**config.mk**
```make
export PLATFORM = sky130hd
export DESIGN_NAME = pixel_readout_buffer
export DESIGN_NICKNAME = d
export VERILOG_FILES = /design/src/rtl/pixel_readout_buffer.sv
export SDC_FILE = /design/constraint.sdc
export NUM_CORES = 1
export LEC_CHECK = 0
export CORE_ASPECT_RATIO = 0.9
export CORE_MARGIN = 2
export CORE_UTILIZATION = 54
export CTS_BUF_LIST = sky130_fd_sc_hd__clkbuf_4
export DETAILED_ROUTE_END_ITERATION = 10
export PLACE_DENSITY = 0.92
export SLEW_MARGIN = 0
export SYNTH_ARGS = -nofsm -noshare
export SYNTH_HDL_FRONTEND = slang
export SYNTH_SLANG_ARGS = --single-unit
```
**constraint.sdc**
```tcl
create_clock -name clk -period 3.35 [get_ports clk]
set_clock_uncertainty 0.2 [all_clocks]
set_input_delay 0.67 -clock clk [delete_from_list [all_inputs] [get_ports clk]]
set_output_delay 0.67 -clock clk [all_outputs]
set_load 0.01 [all_outputs]
```
**src/rtl/pixel_readout_buffer.sv**
```systemverilog
// Captures one 4-pixel frame per read pulse into a small frame FIFO and
// streams the head frame out byte by byte on a valid/ready interface.
module pixel_readout_buffer #(
    parameter int DEPTH = 2
) (
    input  logic       clk,
    input  logic       reset,
    input  logic       read,
    input  logic [7:0] pixData1,
    input  logic [7:0] pixData2,
    input  logic [7:0] pixData3,
    input  logic [7:0] pixData4,
    output logic [7:0] dout,
    output logic       dout_valid,
    input  logic       dout_ready,
    output logic       dout_first,
    output logic       dout_last,
    output logic       overflow,
    input  logic       ovf_clear,
    output logic [7:0] drop_count
);

    localparam int AW = $clog2(DEPTH);
    localparam int CW = AW + 1;

    logic [31:0]   mem [DEPTH];
    logic [AW-1:0] wr_ptr;
    logic [AW-1:0] rd_ptr;
    logic [CW-1:0] count;
    logic [1:0]    idx;
    logic          read_q;

    logic capture;
    logic full;
    logic push;
    logic drop;
    logic xfer;
    logic pop;

    function automatic logic [7:0] sel_byte(input logic [31:0] frame, input logic [1:0] sel);
        case (sel)
            2'd0:    sel_byte = frame[7:0];
            2'd1:    sel_byte = frame[15:8];
            2'd2:    sel_byte = frame[23:16];
            default: sel_byte = frame[31:24];
        endcase
    endfunction

    function automatic logic [7:0] sat_inc(input logic [7:0] v);
        sat_inc = (v == 8'hFF) ? v : v + 8'd1;
    endfunction

    // Full/empty come from the registered count only, so read never reaches dout_ready.
    assign capture = read & ~read_q;
    assign full    = (count == CW'(DEPTH));
    assign push    = capture & ~full;
    assign drop    = capture & full;
    assign xfer    = dout_valid & dout_ready;
    assign pop     = xfer & (idx == 2'd3);

    assign dout_valid = (count != '0);
    assign dout_first = dout_valid & (idx == 2'd0);
    assign dout_last  = dout_valid & (idx == 2'd3);
    assign dout       = dout_valid ? sel_byte(mem[rd_ptr], idx) : 8'h00;

    always_ff @(posedge clk) begin
        if (push) begin
            mem[wr_ptr] <= {pixData4, pixData3, pixData2, pixData1};
        end
    end

    always_ff @(posedge clk or negedge reset) begin
        if (!reset) begin
            read_q     <= 1'b0;
            wr_ptr     <= '0;
            rd_ptr     <= '0;
            count      <= '0;
            idx        <= 2'd0;
            overflow   <= 1'b0;
            drop_count <= 8'd0;
        end else begin
            read_q <= read;

            if (push) begin
                wr_ptr <= wr_ptr + AW'(1);
            end
            if (pop) begin
                rd_ptr <= rd_ptr + AW'(1);
            end

            case ({push, pop})
                2'b10:   count <= count + CW'(1);
                2'b01:   count <= count - CW'(1);
                default: count <= count;
            endcase

            if (xfer) begin
                idx <= idx + 2'd1;
            end

            // A drop wins over a coincident clear: that drop is the first of a new tally.
            if (drop) begin
                overflow   <= 1'b1;
                drop_count <= ovf_clear ? 8'd1 : sat_inc(drop_count);
            end else if (ovf_clear) begin
                overflow   <= 1'b0;
                drop_count <= 8'd0;
            end
        end
    end

endmodule

```
Word-level counts from Yosys, hierarchy flattened

Memories as Yosys holds them, arrays and structs flattened.
Cells that the tools add are included.

Register bits after elaboration: 16
Memory bits (writable): 64
Input port bits: 37
Memories: 1

$add $sub $neg: 6
Equal/unequal tests: 8
Muxes and demuxes: 11
Bitwise operators: 9
Reductions and logical operators: 5

Memories:

| memory | depth | width | rd ports | clocked after Yosys merged registers in | wr ports | line | RTL |
|---|---|---|---|---|---|---|---|
| mem    | 2     | 32    | 1        | 0                                       | 1        | 26   | `logic [31:0] mem [DEPTH];` |

Operators by type and width:

| kind                | count |
|---|---|
| $mux 8              | 5 |
| $pmux 8 s3          | 1 |
| $add 8x1->8 const B | 1 |
| $eq 2x2->1 const B  | 4 |
| $eq 8x8->1 const B  | 1 |
| $and 1x1->1         | 7 |
| $reduce_bool 2->1   | 3 |
| $add 2x1->2 const B | 2 |
| $eq 2x1->1 const B  | 2 |
| $mux 1              | 4 |
| $pmux 2 s2          | 1 |
| $add 1x1->1 const B | 2 |
| $logic_not 2->1     | 1 |
| $ne 2x2->1 const B  | 1 |
| $not 1->1           | 2 |
| $reduce_and 2->1    | 1 |
| $sub 2x1->2 const B | 1 |

Longest topological paths before layout

Word-level depth: 5
Gate-level depth with buffers: 8

Worst setup path after synthesis

OpenSTA, ideal clock, no wires.

Path kind: input to register
From: in read
To: mem mem[0][0] (enable)
Library setup time: 0.421 ns
Data arrival time: 2.200 ns
Required time: 2.729 ns
Slack: 0.529 ns
Cell stages on the path: 2
Buffers on the path: 0
Cells stage by stage: nand3b_1 nor2_1

Cells in the longest elaborated chain, start to end: 4

Ends and longest elaborated chain:

| element                      | line | RTL |
|---|---|---|
| start: declaration           | 8    | `input logic read,` |
| $and 1x1->1                  | 54   | `assign capture = read & ~read_q;` |
| $and 1x1->1                  | 56   | `assign push = capture & ~full;` |
| $mux 1                       | 67   | `if (push) begin` |
| $mux 1 (not written as such) | 68   | `mem[wr_ptr] <= {pixData4, pixData3, pixData2, pixData1};` |
| end: declaration             | 26   |  |

No other way between the ends.

Worst setup path after layout

From: reg idx[1]
To: out dout[0]

Cells in the longest elaborated chain, start to end: 3
Elaborated cells on any way between the ends: 5
Classes of those cells: 2 x eq/ne; 2 x mux; 1 x reduce/logical

Ends and longest elaborated chain:

| element                            | line | RTL |
|---|---|---|
| start: declaration                 | 30   | `logic [1:0] idx;` |
| start signal: assignment           | 98   | `idx <= idx + 2'd1;` |
| $eq 2x2->1 (tied with other cells) | 41   | `case (sel)` |
| $pmux 8 s3 *                       | 41   |  |
| $mux 8 *                           | 64   | `assign dout = dout_valid ? sel_byte(mem[rd_ptr], idx) : 8'h00;` |
| end: declaration                   | 13   | `output logic [7:0] dout,` |

Every way passes the cells marked *; elsewhere a longest branch is shown, timed or not.

==> flow_summary.ini <==
[outcome]
status = completed

[cts]
h-tree-depth = 3
clock_path_buffers = 2
clk_pin_slew_ns = 0.14
cts-buffers-inserted = 9
clock-sinks = 80
cts-root-buf = clkbuf_4
clk-insertion-delay-late_ns = 0.43
cts_tree = built

[die]
core_um2 = 5760
die_w_um = 86.1
start_util = 0.569
num_rows = 26
die_h_um = 77.9
die_area_um2 = 6700
ios = 57

[sta]
hold_viol = 0
finalCritPeriodShare = 0.968
period_needed_ns = 3.24
timing.slew.headroom = 0.498
setup_viol = 0
max_freq_mhz = 308
rsz0062_at_grt = no
worst_pin_slew_ns = 0.753
setup_tns_ns = 0
maxSlewViolCount = 0

[power_and_ir_drop]
p_clk_frac = 0.172
pwr-share-comb = 0.398
powerDensity_nw_per_um2 = 757
p_sw_frac = 0.365
switchingPower_mw = 1.14
seqPwrFrac = 0.430
irDropWorstVdd_uv = 481
p_int_mw = 1.99
p_leak_nw = 1.50

[setup_path]
critPathMaxFanout = 10
startpoint_type = flip-flop
criticalPathCategory = flip-flop to primary output
arrival_ns = 2.37
critPathRequiredTime_ns = 2.48
r2r_slack_ns = 1.40
endpoint_kind = primary output

[global_routing]
grt_max_degree = 33
grt_use_total = 0.222
grt_pass1_wl_um = 11100
overflow = 0
antenna_found_initial = 0
first_global_vias = 2182

[drt]
vias_per_cell = 6.07
drc = 0
drt-total-wl_um = 7150
firstDrtPassIters = 5
dr_total_vias = 2199
drtIter0Drc = 267
wl_per_cell_um = 19.8
ant_nets = 0

[logic_synthesis]
avgSynthCellArea_um2 = 15.0
syn-instance-count = 219
ys_types = 38
ys.warnings.count = 0
netlist_area_um2 = 3270
synth_nets = 263
synth_seq_cells = 80
yosysSeqAreaShare = 0.709

[placement]
io_buffers = 56
dp_hpwl_um = 4670
place_area_um2 = 3940
gp_congestion = 0.856
placed_cells = 343

[final_layout]
drive_gt1_frac = 0.175
fin_nets = 331
diodes = 0
stdcell_count = 362
finalInstanceArea_um2 = 4130
synthToLayoutAreaGrowth_pct = 26.2

[flow_run]
cap_violations = 0

[min_path]
min_path_type = flip-flop to flip-flop
==> flip-flops by register name, summed over array words and instances (netlist names) <==
signal and count:
mem 64, drop_count 8, count 2, idx 2
overflow 1, rd_ptr 1, read_q 1, wr_ptr 1
==> stage by stage <==
| stage | hold WS (ns) | power [mW] | worst slack, ns | utilization |
|---|---|---|---|---|
| floorplan | 0.174 | 2.02 | 0.529 | - |
| global placement | 0.298 | 2.48 | 0.395 | 0.684 |
| detailed placement | 0.319 | 2.54 | 0.311 | 0.684 |
| CTS | 0.339 | 3.08 | 0.0290 | 0.713 |
| global route | 0.373 | 3.29 | 0.00491 | 0.718 |
| finish | 0.337 | 3.13 | 0.108 | 0.718 |
==> critical path: stages (launching register included) <==
cell,delay (ns)
dfrtp_1,0.45
inv_1,0.09
ha_2,0.18
buf_4,0.17
a222oi_1,0.35
a221oi_1,0.15
a21oi_1,0.22
nor2_1,0.06
dlygate4sd2_1,0.29
==> power groups by stage <==
stage          registers (mW)  logic [mW]  clock network (mW)
2_1_floorplan            1.31       0.712                   0
4_1_cts                  1.34        1.20               0.541
5_1_grt                  1.36        1.34               0.587
3_3_place_gp             1.35        1.13                   0
3_5_place_dp             1.36        1.18                   0
6_report                 1.34        1.25               0.539
==> layout make-up <==
cell class / count / area, um^2
tap: 70 / 87.6
timing repair buffer: 69 / 656
fill: 372 / 1630
inverter: 7 / 26.3
sequential: 80 / 2320
multi-input combinational: 120 / 910
clock inverter: 7 / 60.1
clock buffer: 9 / 67.6
==> worst paths after layout <==
path / from / to / cells past startpoint
worst max-delay path: idx[1]$_DFFE_PN0P_ / dout[0] / 8
worst min-delay path: overflow$_DFFE_PN0P_ / overflow$_DFFE_PN0P_ / 2
worst max register to register: count[0]$_DFFE_PN0P_ / count[1]$_DFFE_PN0P_ / 8
worst min register to register: overflow$_DFFE_PN0P_ / overflow$_DFFE_PN0P_ / 2
max in group asynchronous: reset / idx[0]$_DFFE_PN0P_ / 1
min in group asynchronous: reset / drop_count[0]$_DFFE_PN0P_ / 1
==> cell usage in the layout (no fill, tap or decap), drive strengths merged, types with 2 or more instances in the layout <==
master / synthesis / layout
or4: 2 / 2
a221oi: 8 / 8
a222oi: 8 / 8
a21oi: 17 / 17
nand4: 3 / 3
dfrtp: 16 / 16
nor2: 18 / 18
and3: 3 / 3
ha: 7 / 7
nand2: 6 / 6
dlygate4sd2: 0 / 7
clkbuf: 6 / 10
clkdlybuf4s50: 0 / 48
nand3b: 2 / 2
mux2i: 2 / 2
inv: 7 / 13
edfxtp: 64 / 64
nand3: 2 / 2
nor3: 2 / 2
xnor2: 5 / 5
nand2b: 2 / 2
a22oi: 8 / 8
mux2: 9 / 9
and2: 3 / 3
o21ai: 3 / 3
xor2: 3 / 3
buf: 6 / 12
==> cell usage after synthesis (all sizes together) <==
cell     instances  area [um^2]
ha               7         87.6
xnor2            5         43.8
edfxtp          64         1920
dfrtp           16          400
inv              7         26.3
o211ai           1         7.51
xor2             3         26.3
nand4            3         18.8
o311ai           1         8.76
or4              2         15.0
a22oi            8         60.1
nor2            18         67.6
buf              6         38.8
and4             1         8.76
a21oi           17         85.1
nand2b           2         12.5
nand3b           2         15.0
mux2             9          101
a221oi           8         70.1
a222oi           8         80.1
a211oi           1         7.51
o21ai            3         15.0
and2             3         18.8
nand3            2         15.0
mux2i            2         20.0
and3             3         18.8
nand4bb          1         11.3
nand2            6         22.5
nor3             2         10.0
nor4bb           1         10.0
clkbuf           6         22.5
o31ai            1         7.51
==> cell families (layout without fill, tap and decap cells) <==
kind of cell | after synthesis | in the layout | synth area share
DFF | 80 | 80 | 0.709
AOI/OAI and AO/OA | 48 | 48 | 0.104
and+or+nand+nor | 46 | 46 | 0.0745
buffers and inverters | 19 | 92 | 0.0267
muxes | 11 | 11 | 0.0371
xor gates and xnor gates | 8 | 8 | 0.0214
adders and majority gates | 7 | 7 | 0.0267
==> routing by layer <==
metal | track usage | wire, um | vias up
li1 | - | - | 993
met1 | 0.300 | 3110 | 1079
met2 | 0.343 | 3470 | 111
met3 | 0.0734 | 447 | 16
met4 | 0.0683 | 125 | 0
met5 | 0 | 0 | -
==> timing repair <==
action                     CTS  global route
resized for setup           13             7
cloned                       0             1
pin swaps                    5             3
setup endpoints to repair    8             5
setup buffers                2             0
hold buffers                 0             0
Power figures use the tool's default switching activity.
